===== src/rtl/io_pkg.sv =====
`default_nettype none
// ----------------------------------------------------------------------------
// io_pkg : widths and helpers shared by the input/output device slice
// Revision: 1.0
// ----------------------------------------------------------------------------
package io_pkg;

  localparam int IO_WIDTH            = 32;
  localparam int IO_DEBOUNCE_DEFAULT = 16;

  // Ceiling log2, used for elaboration-time width derivation.
  function automatic int clog2(input int value);
    int result;
    result = 0;
    while ((1 << result) < value) begin
      result = result + 1;
    end
    return result;
  endfunction

endpackage
`default_nettype wire


===== src/rtl/debounce_bit.sv =====
`default_nettype none
// ----------------------------------------------------------------------------
// debounce_bit : one channel, two-flop synchronizer plus consecutive-cycle debouncer
// Revision: 1.0
// ----------------------------------------------------------------------------
module debounce_bit
  import io_pkg::*;
#(
  parameter int DEBOUNCE_CYCLES = IO_DEBOUNCE_DEFAULT,
  parameter int CNT_W           = clog2(DEBOUNCE_CYCLES + 1)
) (
  input  logic clk,
  input  logic reset,
  input  logic raw_in,
  output logic stable,
  output logic upd
);

  localparam logic [CNT_W-1:0] c_CNT_LAST = CNT_W'(DEBOUNCE_CYCLES - 1);

  logic             r_s1;
  logic             r_s2;
  logic             r_stable;
  logic [CNT_W-1:0] r_cnt;
  logic             w_diff;
  logic             w_upd;

  always_ff @(posedge clk or posedge reset) begin
    if (reset) begin
      r_s1 <= 1'b0;
      r_s2 <= 1'b0;
    end else begin
      r_s1 <= raw_in;
      r_s2 <= r_s1;
    end
  end

  assign w_diff = r_s2 ^ r_stable;
  assign w_upd  = w_diff && (r_cnt == c_CNT_LAST);

  // Any return to the accepted level restarts the run; acceptance also restarts it.
  always_ff @(posedge clk or posedge reset) begin
    if (reset) begin
      r_cnt    <= '0;
      r_stable <= 1'b0;
    end else begin
      if (!w_diff || w_upd) begin
        r_cnt <= '0;
      end else begin
        r_cnt <= r_cnt + CNT_W'(1);
      end
      if (w_upd) begin
        r_stable <= r_s2;
      end
    end
  end

  assign stable = r_stable;
  assign upd    = w_upd;

endmodule
`default_nettype wire


===== src/rtl/input_conditioner.sv =====
`default_nettype none
// ----------------------------------------------------------------------------
// input_conditioner : synchronizes and debounces raw board inputs, flags changes
// Revision: 1.0
// ----------------------------------------------------------------------------
module input_conditioner
  import io_pkg::*;
#(
  parameter int WIDTH           = IO_WIDTH,
  parameter int DEBOUNCE_CYCLES = IO_DEBOUNCE_DEFAULT
) (
  input  logic             clk,
  input  logic             reset,
  input  logic [WIDTH-1:0] raw_in,
  input  logic             clear_chg,
  output logic [WIDTH-1:0] data_out,
  output logic             chg_pulse,
  output logic             chg_flag
);

  localparam int CNT_W = clog2(DEBOUNCE_CYCLES + 1);

  logic [WIDTH-1:0] w_stable;
  logic [WIDTH-1:0] w_upd;
  logic             w_any_upd;
  logic             r_chg_pulse;
  logic             r_chg_flag;

  for (genvar gi = 0; gi < WIDTH; gi++) begin : g_chan
    debounce_bit #(
      .DEBOUNCE_CYCLES (DEBOUNCE_CYCLES),
      .CNT_W           (CNT_W)
    ) u_bit (
      .clk    (clk),
      .reset  (reset),
      .raw_in (raw_in[gi]),
      .stable (w_stable[gi]),
      .upd    (w_upd[gi])
    );
  end

  assign w_any_upd = |w_upd;

  // A new update takes priority over a coincident acknowledge.
  always_ff @(posedge clk or posedge reset) begin
    if (reset) begin
      r_chg_pulse <= 1'b0;
      r_chg_flag  <= 1'b0;
    end else begin
      r_chg_pulse <= w_any_upd;
      if (w_any_upd) begin
        r_chg_flag <= 1'b1;
      end else if (clear_chg) begin
        r_chg_flag <= 1'b0;
      end
    end
  end

  assign data_out  = w_stable;
  assign chg_pulse = r_chg_pulse;
  assign chg_flag  = r_chg_flag;

endmodule
`default_nettype wire


===== config.mk =====
export PLATFORM = sky130hd
export DESIGN_NAME = input_conditioner
export DESIGN_NICKNAME = d
export VERILOG_FILES = /design/src/rtl/io_pkg.sv /design/src/rtl/debounce_bit.sv /design/src/rtl/input_conditioner.sv
export SDC_FILE = /design/constraint.sdc
export NUM_CORES = 1
export LEC_CHECK = 0
export BUFFER_PORTS_ARGS = -buffer_cell sky130_fd_sc_hd__buf_2
export CORE_AREA = 2 2 168 170
export CTS_BUF_LIST = sky130_fd_sc_hd__clkbuf_16
export CTS_CLUSTER_DIAMETER = 80
export DETAILED_ROUTE_END_ITERATION = 6
export DIE_AREA = 0 0 170 172
export RECOVER_POWER = 50
export REMOVE_ABC_BUFFERS = 1
export SYNTH_ARGS = -nofsm -noshare
export SYNTH_HDL_FRONTEND = slang
export SYNTH_SLANG_ARGS = --single-unit

===== constraint.sdc =====
create_clock -name clk -period 26.9 [get_ports clk]
set_clock_uncertainty 0.15 [all_clocks]
set_input_delay 5.38 -clock clk [delete_from_list [all_inputs] [get_ports clk]]
set_output_delay 5.38 -clock clk [all_outputs]
set_load 0.01 [all_outputs]

### Word level (Yosys, flattened, before mapping)

Cells that the tools add are included.

* $add $sub $neg: 32
* multipliers: 0
* div/mod/pow operators: 0
* magnitude comparators: 0
* equal/unequal tests: 32
* shift operators: 0
* muxes and demuxes: 34
* bitwise logic cells: 32
* reductions and logical operators: 98

Operators by type and width (count)
* adder 5 x 1 -> 5 bit (second input constant): 32
* == test 5 x 4 -> 1 bit (second input constant): 32
* two-way mux 5 bit: 32
* logical AND 1 bit: 32
* zero test 1 bit: 32
* logical OR 1 bit: 32
* OR reduction 32 bit: 1
* XOR 1 bit: 32
* two-way mux 1 bit: 2
* nonzero test 2 bit: 1

* register bits: 258
* bits in latches: 0
* memory bits (writable): 0
* ROM bits: 0
* bits of input ports: 35
* output and inout bits: 34
* word-level logic and storage cells: 358
* memories kept: 0

### Logic depth before layout (Yosys ltp)

Gate-level depths: netlist of the first run.

* depth after elaboration: 4
* depth in mapped cells: 7
* depth with buffers taken out: 7

### Hierarchy

From an unflattened synthesis of the first run, not the netlist that was laid out.

* cell total of the unflattened synthesis: 816
* area, all modules: 10951.8 um2

By module, submodules not included
* debounce_bit: instances 32, cells an instance 25, area an instance 337.8 um2, sequential area each 200.2 um2
* input_conditioner: instances 1, cells an instance 16, area an instance 141.4 um2, sequential area each 50.0 um2

### Worst setup path after synthesis of the first run

No wires, ideal clock.

* path type: register -> output
* start: register g_chan[0].u_bit.r_stable
* end: output port data_out[0]
* arrival: 514 ps
* slack: 20856 ps
* stages on the path, launching flop included: 2
* buffers on the path: 1
* cell sequence: dfrtp_1 > buf_4

RTL lines
* start, declared: RTL line debounce_bit.sv:23 `logic r_stable;`
* start signal, assigned: RTL line debounce_bit.sv:53 `r_stable <= r_s2;`
* end, declared: RTL line input_conditioner.sv:16 `output logic [WIDTH-1:0] data_out,`

No word-level cell between the ends.

==> reports/metrics.cfg, run 1 <==
[critical_path]
r2r_end = chg_pulse
cp-end-kind = asynchronous set/reset pin
cp_max_fo = 119
rr_worst_depth = 7
r2r_start = g_chan[26].u_bit.r_cnt[0]
ff2ff_setup_slack_ns = 24.33
crit_path_top_delay_cell = clkinvlp_2
crit_start = reset
cp.required_ns = 27.29
start_kind = primary input
path_cells = buf_2 -> clkinvlp_2 -> buf_4
worstPathArrival_ns = 9.48
slowest_delay_ns = 2.84
worstSetupPathType = in2async

[clocking]
root_buffer = clkbuf_16
cts.sinks = 258
h-tree-depth = 1
worstSkewPairLatency_ns = 0.54
post_cts_resized = 0
postCtsSetupBuffers = 0
clk_pin_slew_ns = 0.06
cts_tree = done
cts.path.max_buffers = 3
holdBufCountCts = 0
cts-buffers-inserted = 29

[grt]
grt_pass1_wl_um = 26600
gr-total-overflow = 0
grt_pass1_vias = 5640
grt.total_usage = 0.111
antenna_found_initial = 0
grt_max_degree = 120

[final_layout]
post-route-util = 0.425
area_growth_pct = 13.4
insertedDiodeCount = 0
final_common_cell = dfrtp_1
final_cell_mix = dfrtp_1, nor2_1, inv_1
drive_gt1_frac = 0.155
nFillCells = 2568
nNetsFinal = 994
multi_input_area_um2 = 3360
register_area_um2 = 6460

[placed_design]
portBuffers = 68
dp_hpwl_um = 9940
gp_congestion = 0.696

[floorplanning]
die_area_um2 = 29200
die_y_um = 172
coreArea_um2 = 27500
std_cell_rows = 61
io-pin-count = 69
die-width_um = 170
start_util = 0.375

[routing]
first_iter_violations = 236
drtPass1Iterations = 4
routed_wirelength_um = 15200
antenna_left = 0
vias = 5560
drt-wirelength-per-cell_um = 12.0
post-route-drc-count = 0
vias_per_cell = 4.40

[timing]
tns_ns = 0
period_share = 0.338
fin_crit_ns = 9.09
tightest_slew_ns = 5.12
finalSetupViolCount = 0
slew-limit-headroom = -2.43
whs_ns = 0.195
drv_slew = 120
rsz0062_at_grt = false
hold_viol = 0
max_freq_ghz = 0.110

[synth]
yosysTopAreaCellShare = 0.627
netlist_area_um2 = 10300
ys_seq_elements = 258
synthCells = 826
seq_area_frac_synth = 0.627
synthDistinctLibCells = 18
netlist_top_cells_area = dfrtp_1, ha_1, nor2_1
yosysTopAreaCell = dfrtp_1
syn-mean-instance-area_um2 = 12.5
ys_warn_count = 0

[power_and_ir_drop]
power.density_nw_per_um2 = 68.3
p_leak_nw = 5.99
ir_drop_mv = 0.0402
total_power_w = 0.000798

[min_path]
worstHoldStart = g_chan[2].u_bit.r_s1
hold_path.class = reg2reg
holdPathStages = 0
whs_endpoint = g_chan[2].u_bit.r_s2

[status]
violations = capacitance limit, slew limit
outcome = finished with violations

[job]
max_cap_violations = 1

-- cells by family after synthesis --
logic type                 synth area share
buffers and inverters                0.0470
adders and majority gates            0.0777
DFF                                   0.627
AOI/OAI and AO/OA                    0.0151
muxes                                0.0350
and+or+nand+nor                       0.117
xor gates and xnor gates             0.0816
-- layer usage --
metal	track usage	share of wire
met1	0.153	0.49
met5	0	0
met3	0.0263	0.053
met4	0.0368	0.030
met2	0.172	0.43
-- power by group --
part           internal (W)  leakage (nW)  total (W)  switching [W]
sequential         0.000405          3.37   0.000416      0.0000105
clock              0.000195         0.446   0.000346       0.000151
combinational     0.0000143          2.17  0.0000366      0.0000224
total              0.000614          5.99   0.000798       0.000184
-- final cells by class --
cell class                 count  area share
timing repair buffer          70      0.0301
tap                          346      0.0371
inverter                      65      0.0210
multi-input combinational    471       0.287
clock buffer                  29      0.0621
clock inverter                24     0.00964
sequential                   258       0.553
-- how the worst max path moves through the flow --
stage               slack, ns                         to
global placement        19.66  g_chan[28].u_bit.r_cnt[1]
floorplan               14.27                   chg_flag
finish                  17.81  g_chan[13].u_bit.r_cnt[0]
CTS                     20.22      g_chan[18].u_bit.r_s1
detailed placement      19.65       g_chan[8].u_bit.r_s1
global route            16.82  g_chan[14].u_bit.r_cnt[1]
-- per-stage QoR --
stage / cell area [µm²] / setup WS (ns) / cells
final: 11700 / 17.81 / 1263
after global routing: 11700 / 16.82 / 1263
after CTS: 11700 / 20.22 / 1263
after detailed placement: 10900 / 19.65 / 1210
after global placement: 10900 / 19.66 / 1210
after floorplan: 10100 / 14.27 / 794
-- cell usage after synthesis --
cell,count
dfrtp_1,258
ha_1,64
inv_1,65
nand2b_1,30
and4_1,1
xor2_1,64
a22oi_1,8
xnor2_1,32
buf_4,32
or2b_1,3
nand4_1,2
mux2_2,32
nand3_1,33
a22o_1,4
a221oi_2,4
nand2_1,1
nor2_1,161
and3_1,32
-- registers in the layout (all words and copies together) (netlist names) --
signal               cells
g_chan.u_bit.r_s1       32
g_chan.u_bit.r_s2       32
g_chan.u_bit.r_cnt     160
chg_pulse                1
g_chan.u_bit.stable     32
chg_flag                 1
-- worst max-delay path, delay by kind of cell --
| kind | cells | cell delay, ns |
|---|---|---|
| buf+inv | 3 | 3.97 |
Power figures use the tool's default switching activity.
==> inputs of run 2 (changes only) <==
ABC_AREA = 1   (was default)
CORE_AREA = 2 2 171 173   (was 2 2 168 170)
DIE_AREA = 0 0 173 175   (was 0 0 170 172)
clock period = 7.9 ns   (was 26.9 ns; I/O delays follow)
==> run 2 against run 1 <==
Clock-buffer cell count is the same. Clock power increased to 3.7 times the previous value. Critical path depth is 2 lower. Largest power group unchanged. Utilization up 0.44 points. Via count up 15%. Critical path type is now reg2out. The flow now finishes without violations. Highest routed layer unchanged. First-iteration DRC count up 28%.
==> reports/metrics.cfg, run 2 <==
[synth]
synth.most_common_cell = dfrtp_1
netlist_top_cells_area = dfrtp_1, ha_1, nor2_1
ys.flop_type = dfrtp_1
ys_warn_count = 0
netlist_area_um2 = 10700
syn-mean-instance-area_um2 = 10.3
synth_edf_count = 0
synthCells = 1040
seq_area_frac_synth = 0.605
yosysTopAreaCellShare = 0.605
yosysTopAreaCell = dfrtp_1
synthArstFlopShare = 1.00
ys_top_cells_by_count = dfrtp_1, nor2_1, inv_1
synthDistinctLibCells = 17
ys_seq_elements = 258

[timing]
rsz0062_at_grt = false
fin_crit_ns = 2.82
tightest_slew_ns = 0.825
drv_slew = 0
hold_viol = 0
max_freq_ghz = 0.355
slew-limit-headroom = 0.450
period_share = 0.357
finalSetupViolCount = 0
whs_ns = 0.196

[clocking]
cts_tree = done
root_buffer = clkbuf_16
cts.sinks = 258
clk_pin_slew_ns = 0.06
holdBufCountCts = 0
h-tree-depth = 1
cts.path.max_buffers = 3
postCtsSetupBuffers = 0
cts-buffers-inserted = 29
post_cts_resized = 0
worstSkewPairLatency_ns = 0.54

[status]
outcome = finished clean

[final_layout]
final_cell_mix = dfrtp_1, nor2_1, inv_1
area_growth_pct = 14.3
insertedDiodeCount = 0
nFillCells = 2745
final_common_cell = dfrtp_1
drive_gt1_frac = 0.106
largest_reg_flops = 160
finalNonFillerCells = 1515
regMostFlops = g_chan.u_bit.r_cnt
nNetsFinal = 1207
post-route-util = 0.429

[grt]
met1_usage = 0.145
grt_pass1_vias = 6363
gr-total-overflow = 0
grt.total_usage = 0.112
use_met2 = 0.187
top_usage_layer = met2
grt_use_met3 = 0.0237
grt_max_degree = 142
antenna_found_initial = 0
grt_pass1_wl_um = 28700

[floorplanning]
die_y_um = 175
io-pin-count = 69
die_area_um2 = 30300
start_util = 0.376
die-width_um = 173
coreArea_um2 = 28400
std_cell_rows = 62

[critical_path]
cp_top_family = flip-flops
cp.required_ns = 6.17
cp-end-kind = output pin
crit_buf_inv = 1
start_kind = register
path_cells = buf_2
slowest_delay_ns = 0.40
worstPathArrival_ns = 1.09
crit_path_top_delay_cell = dfrtp_1
worstSetupPathType = reg2out
cp_max_fo = 3

[routing]
drtPass1Iterations = 4
first_iter_violations = 302
vias_per_cell = 4.23
vias = 6413
antenna_left = 0
drt-wirelength-per-cell_um = 10.4
post-route-drc-count = 0
routed_wirelength_um = 15700

[power_and_ir_drop]
pwr-share-comb = 0.042
power.density_nw_per_um2 = 231
p_switching_w = 0.000627
switching_share = 0.223
pwr-share-seq = 0.502
p_int_w = 0.00218
p_leak_nw = 5.94
ir_drop_mv = 0.156
pwr-share-clk = 0.455

[placed_design]
portBuffers = 68
gp_congestion = 0.697
placedCellCount = 1461
dp_hpwl_um = 10700

[min_path]
hold_path.class = reg2reg

[job]
max_cap_violations = 0

run 2: layer usage:
| metal | wire length (µm) | vias up | share of wire |
|---|---|---|---|
| met4 | 345 | 0 | 0.022 |
| met2 | 7370 | 64 | 0.47 |
| met3 | 653 | 25 | 0.042 |
| met1 | 7330 | 2956 | 0.47 |
| li1 | - | 3368 | - |
| met5 | 0 | - | 0 |
run 2: final cells by class:
cell class,instances,area (µm²),share of cell area
clock buffers,29,726,0.0595
repair buffers,69,355,0.0291
inverters,148,563,0.0462
well taps,384,480,0.0394
clock inverters,25,199,0.0163
flip-flops and latches,258,6460,0.530
multi-input cells,602,3410,0.280
run 2: power groups by stage:
stage	combinational, W	clock, W	sequential (W)
6_report	0.000119	0.00128	0.00141
3_5_place_dp	0.000124	0	0.00144
5_1_grt	0.000148	0.00140	0.00142
3_3_place_gp	0.000120	0	0.00143
2_1_floorplan	0.0000917	0	0.00143
4_1_cts	0.000124	0.00134	0.00141
run 2: final timing paths:
kind                                                start                     end  slack (ns)  cells past startpoint
worst min-delay path                 g_chan[6].u_bit.r_s1    g_chan[6].u_bit.r_s2        0.20                      0
worst max register to register  g_chan[23].u_bit.r_cnt[0]                chg_flag        5.97                     10
max in group asynchronous                           reset  g_chan[6].u_bit.stable        5.31                      3
worst max-delay path               g_chan[8].u_bit.stable             data_out[8]        5.08                      1
min in group asynchronous                           reset   g_chan[16].u_bit.r_s2        1.06                      2
worst min register to register       g_chan[6].u_bit.r_s1    g_chan[6].u_bit.r_s2        0.20                      0
run 2: worst reg2reg max path, cell delays in order, from the launching register on:
cell     delay, ns
dfrtp_1       0.39
ha_1          0.21
nand2_1       0.07
nor2_1        0.04
ha_1          0.20
nand3_1       0.11
nand2_1       0.07
nor2_1        0.16
nand2_1       0.12
nor2_2        0.19
nand3_1       0.10
run 2: stage by stage:
| stage | setup TNS [ns] | area [µm²] | total power (W) | setup WS (ns) |
|---|---|---|---|---|
| final | 0 | 12200 | 0.00281 | 5.08 |
| after global routing | 0 | 12200 | 0.00296 | 5.02 |
| after CTS | 0 | 12200 | 0.00288 | 5.04 |
| after detailed placement | 0 | 11300 | 0.00156 | 4.67 |
| after global placement | 0 | 11300 | 0.00155 | 4.67 |
| after floorplan | -239.54 | 10400 | 0.00152 | -0.928 |
run 2: logic make-up after synthesis:
logic type | synth area share
multiplexers | 0.00739
XOR/XNOR | 0.0246
AO/OA/AOI/OAI | 0.0141
adder cells (fa/ha/maj) | 0.0751
AND/OR/NAND/NOR | 0.199
buffers and inverters | 0.0746
flip-flops | 0.605
==> inputs of run 3 (changes only) <==
clock period = 2.85 ns   (was 7.9 ns; I/O delays follow)
==> run 3 against run 2 <==
Cell count increased by 2.6%. Flip-flop and latch count unchanged. Wire length rose by 5.2%. Register-to-register slack got worse by 5.0 ns. Sequential power grew to 2.8 times the previous value. Global-route usage grew 0.40 points. First-iteration DRC count decreased by 4.6%. Combinational power grew to 3.1 times the previous value. Power grew to 2.8 times the previous value. Largest power group unchanged.
==> reports/metrics.cfg, run 3 (synthesized netlist as in run 2, its figures left out) <==
[final_layout]
final_area_um2 = 12600
multi_input_area_um2 = 3410
drive_gt1_frac = 0.101
nNetsFinal = 1249
regMostFlops = g_chan.u_bit.r_cnt
insertedDiodeCount = 0
register_area_um2 = 6460
largest_reg_flops = 160
post-route-util = 0.443
nFillCells = 2712
final_cell_mix = dfrtp_1, nor2_1, inv_1
final_common_cell = dfrtp_1
area_growth_pct = 18.0

[floorplanning]
start_util = 0.376
die-width_um = 173
die_y_um = 175
std_cell_rows = 62
die_area_um2 = 30300
coreArea_um2 = 28400
io-pin-count = 69

[placed_design]
place_ws_ns = 0.918
placed_area_um2 = 11300
dp_hpwl_um = 11400
portBuffers = 68
gp_congestion = 0.702

[clocking]
cts_tree = done
root_buffer = clkbuf_16
worstSkewPairLatency_ns = 0.54
cts.sinks = 258
postCtsSetupBuffers = 0
h-tree-depth = 1
cts-buffers-inserted = 30
clk_pin_slew_ns = 0.05
cts.path.max_buffers = 3
post_cts_resized = 0

[routing]
antenna_left = 0
first_iter_violations = 288
drtPass1Iterations = 5
vias = 6595
vias_per_cell = 4.24
post-route-drc-count = 0
routed_wirelength_um = 16500
drt-wirelength-per-cell_um = 10.6

[critical_path]
cp_max_fo = 88
crit_path_top_delay_cell = clkbuf_2
worstPathArrival_ns = 2.54
cp_top_family = buffers and inverters
slowest_delay_ns = 0.74
cp-end-kind = asynchronous set/reset pin
crit_buf_inv = 4
path_cells = dlygate4sd3_1 -> clkbuf_1 -> inv_8 -> clkbuf_2
worstSetupPathType = in2async
cp.required_ns = 3.26
start_kind = primary input

[timing]
hold_viol = 0
setup_slack_ns = 0.716
tightest_slew_ns = 0.877
fin_crit_ns = 2.13
period_share = 0.749
slew-limit-headroom = 0.416
finalSetupViolCount = 0
rsz0062_at_grt = false
max_freq_ghz = 0.469
drv_slew = 0

[power_and_ir_drop]
p_leak_nw = 6.11
total_power_w = 0.00793
power.density_nw_per_um2 = 630
ir_drop_mv = 0.368

[grt]
grt_max_degree = 89
gr-total-overflow = 0
grt_pass1_vias = 6547
grt_pass1_wl_um = 29600
antenna_found_initial = 0
grt.total_usage = 0.116

[min_path]
hold_path.class = reg2reg

[job]
max_cap_violations = 0

[status]
outcome = finished clean

==> run 3: layout make-up <==
cell class | count | share of cell area
Inverter | 148 | 0.0447
Clock buffer | 31 | 0.0616
Tap cell | 384 | 0.0382
Timing Repair Buffer | 110 | 0.0575
Sequential cell | 258 | 0.513
Multi-Input combinational cell | 602 | 0.271
Clock inverter | 21 | 0.0136
==> run 3: worst reg2reg max path: stages, from the launching register on <==
cell and delay (ns):
dfrtp_1 0.40, ha_1 0.22, nand2_1 0.08, nor2_1 0.04
ha_1 0.20, nand3_1 0.09, nand2_1 0.05, nor2_1 0.17
nand2_1 0.12, nor2_2 0.15, nand3_1 0.09
==> run 3: per-stage QoR <==
stage	hold WS (ns)	TNS (ns)	std cells
2_1_floorplan	0.181	-1281.86	1008
3_3_place_gp	0.181	0	1469
3_5_place_dp	0.185	0	1469
4_1_cts	0.180	0	1554
5_1_grt	0.198	0	1554
6_report	0.195	0	1554
==> run 3: worst paths after layout <==
| path | depth (start not counted) | end | start | slack [ns] |
|---|---|---|---|---|
| max in group clk | 10 | chg_flag | g_chan[23].u_bit.r_cnt[0] | 0.95 |
| max | 4 | g_chan[13].u_bit.r_s1 | reset | 0.72 |
| min in group asynchronous | 3 | g_chan[16].u_bit.r_s2 | reset | 0.53 |
| max reg2reg | 10 | chg_flag | g_chan[23].u_bit.r_cnt[0] | 0.95 |
| min | 0 | g_chan[8].u_bit.r_s2 | g_chan[8].u_bit.r_s1 | 0.20 |
| min reg2reg | 0 | g_chan[8].u_bit.r_s2 | g_chan[8].u_bit.r_s1 | 0.20 |
==> run 3: what timing repair did <==
action / in CTS / in global routing
setup endpoints to repair: 0 / 0
hold buffers: 33 / 0
hold endpoints to repair: 41 / 0
==> run 3: metal layers <==
layer | GRT usage | part of all wire
met4 | 0.0282 | 0.012
met1 | 0.151 | 0.47
met5 | 0 | 0
met3 | 0.0263 | 0.046
met2 | 0.196 | 0.47
==> run 3: where the power goes <==
group / total, W / internal, W / switching (W)
clock network: 0.00364 / 0.00221 / 0.00143
logic: 0.000373 / 0.000153 / 0.000220
registers: 0.00391 / 0.00382 / 0.0000944
total: 0.00793 / 0.00619 / 0.00174
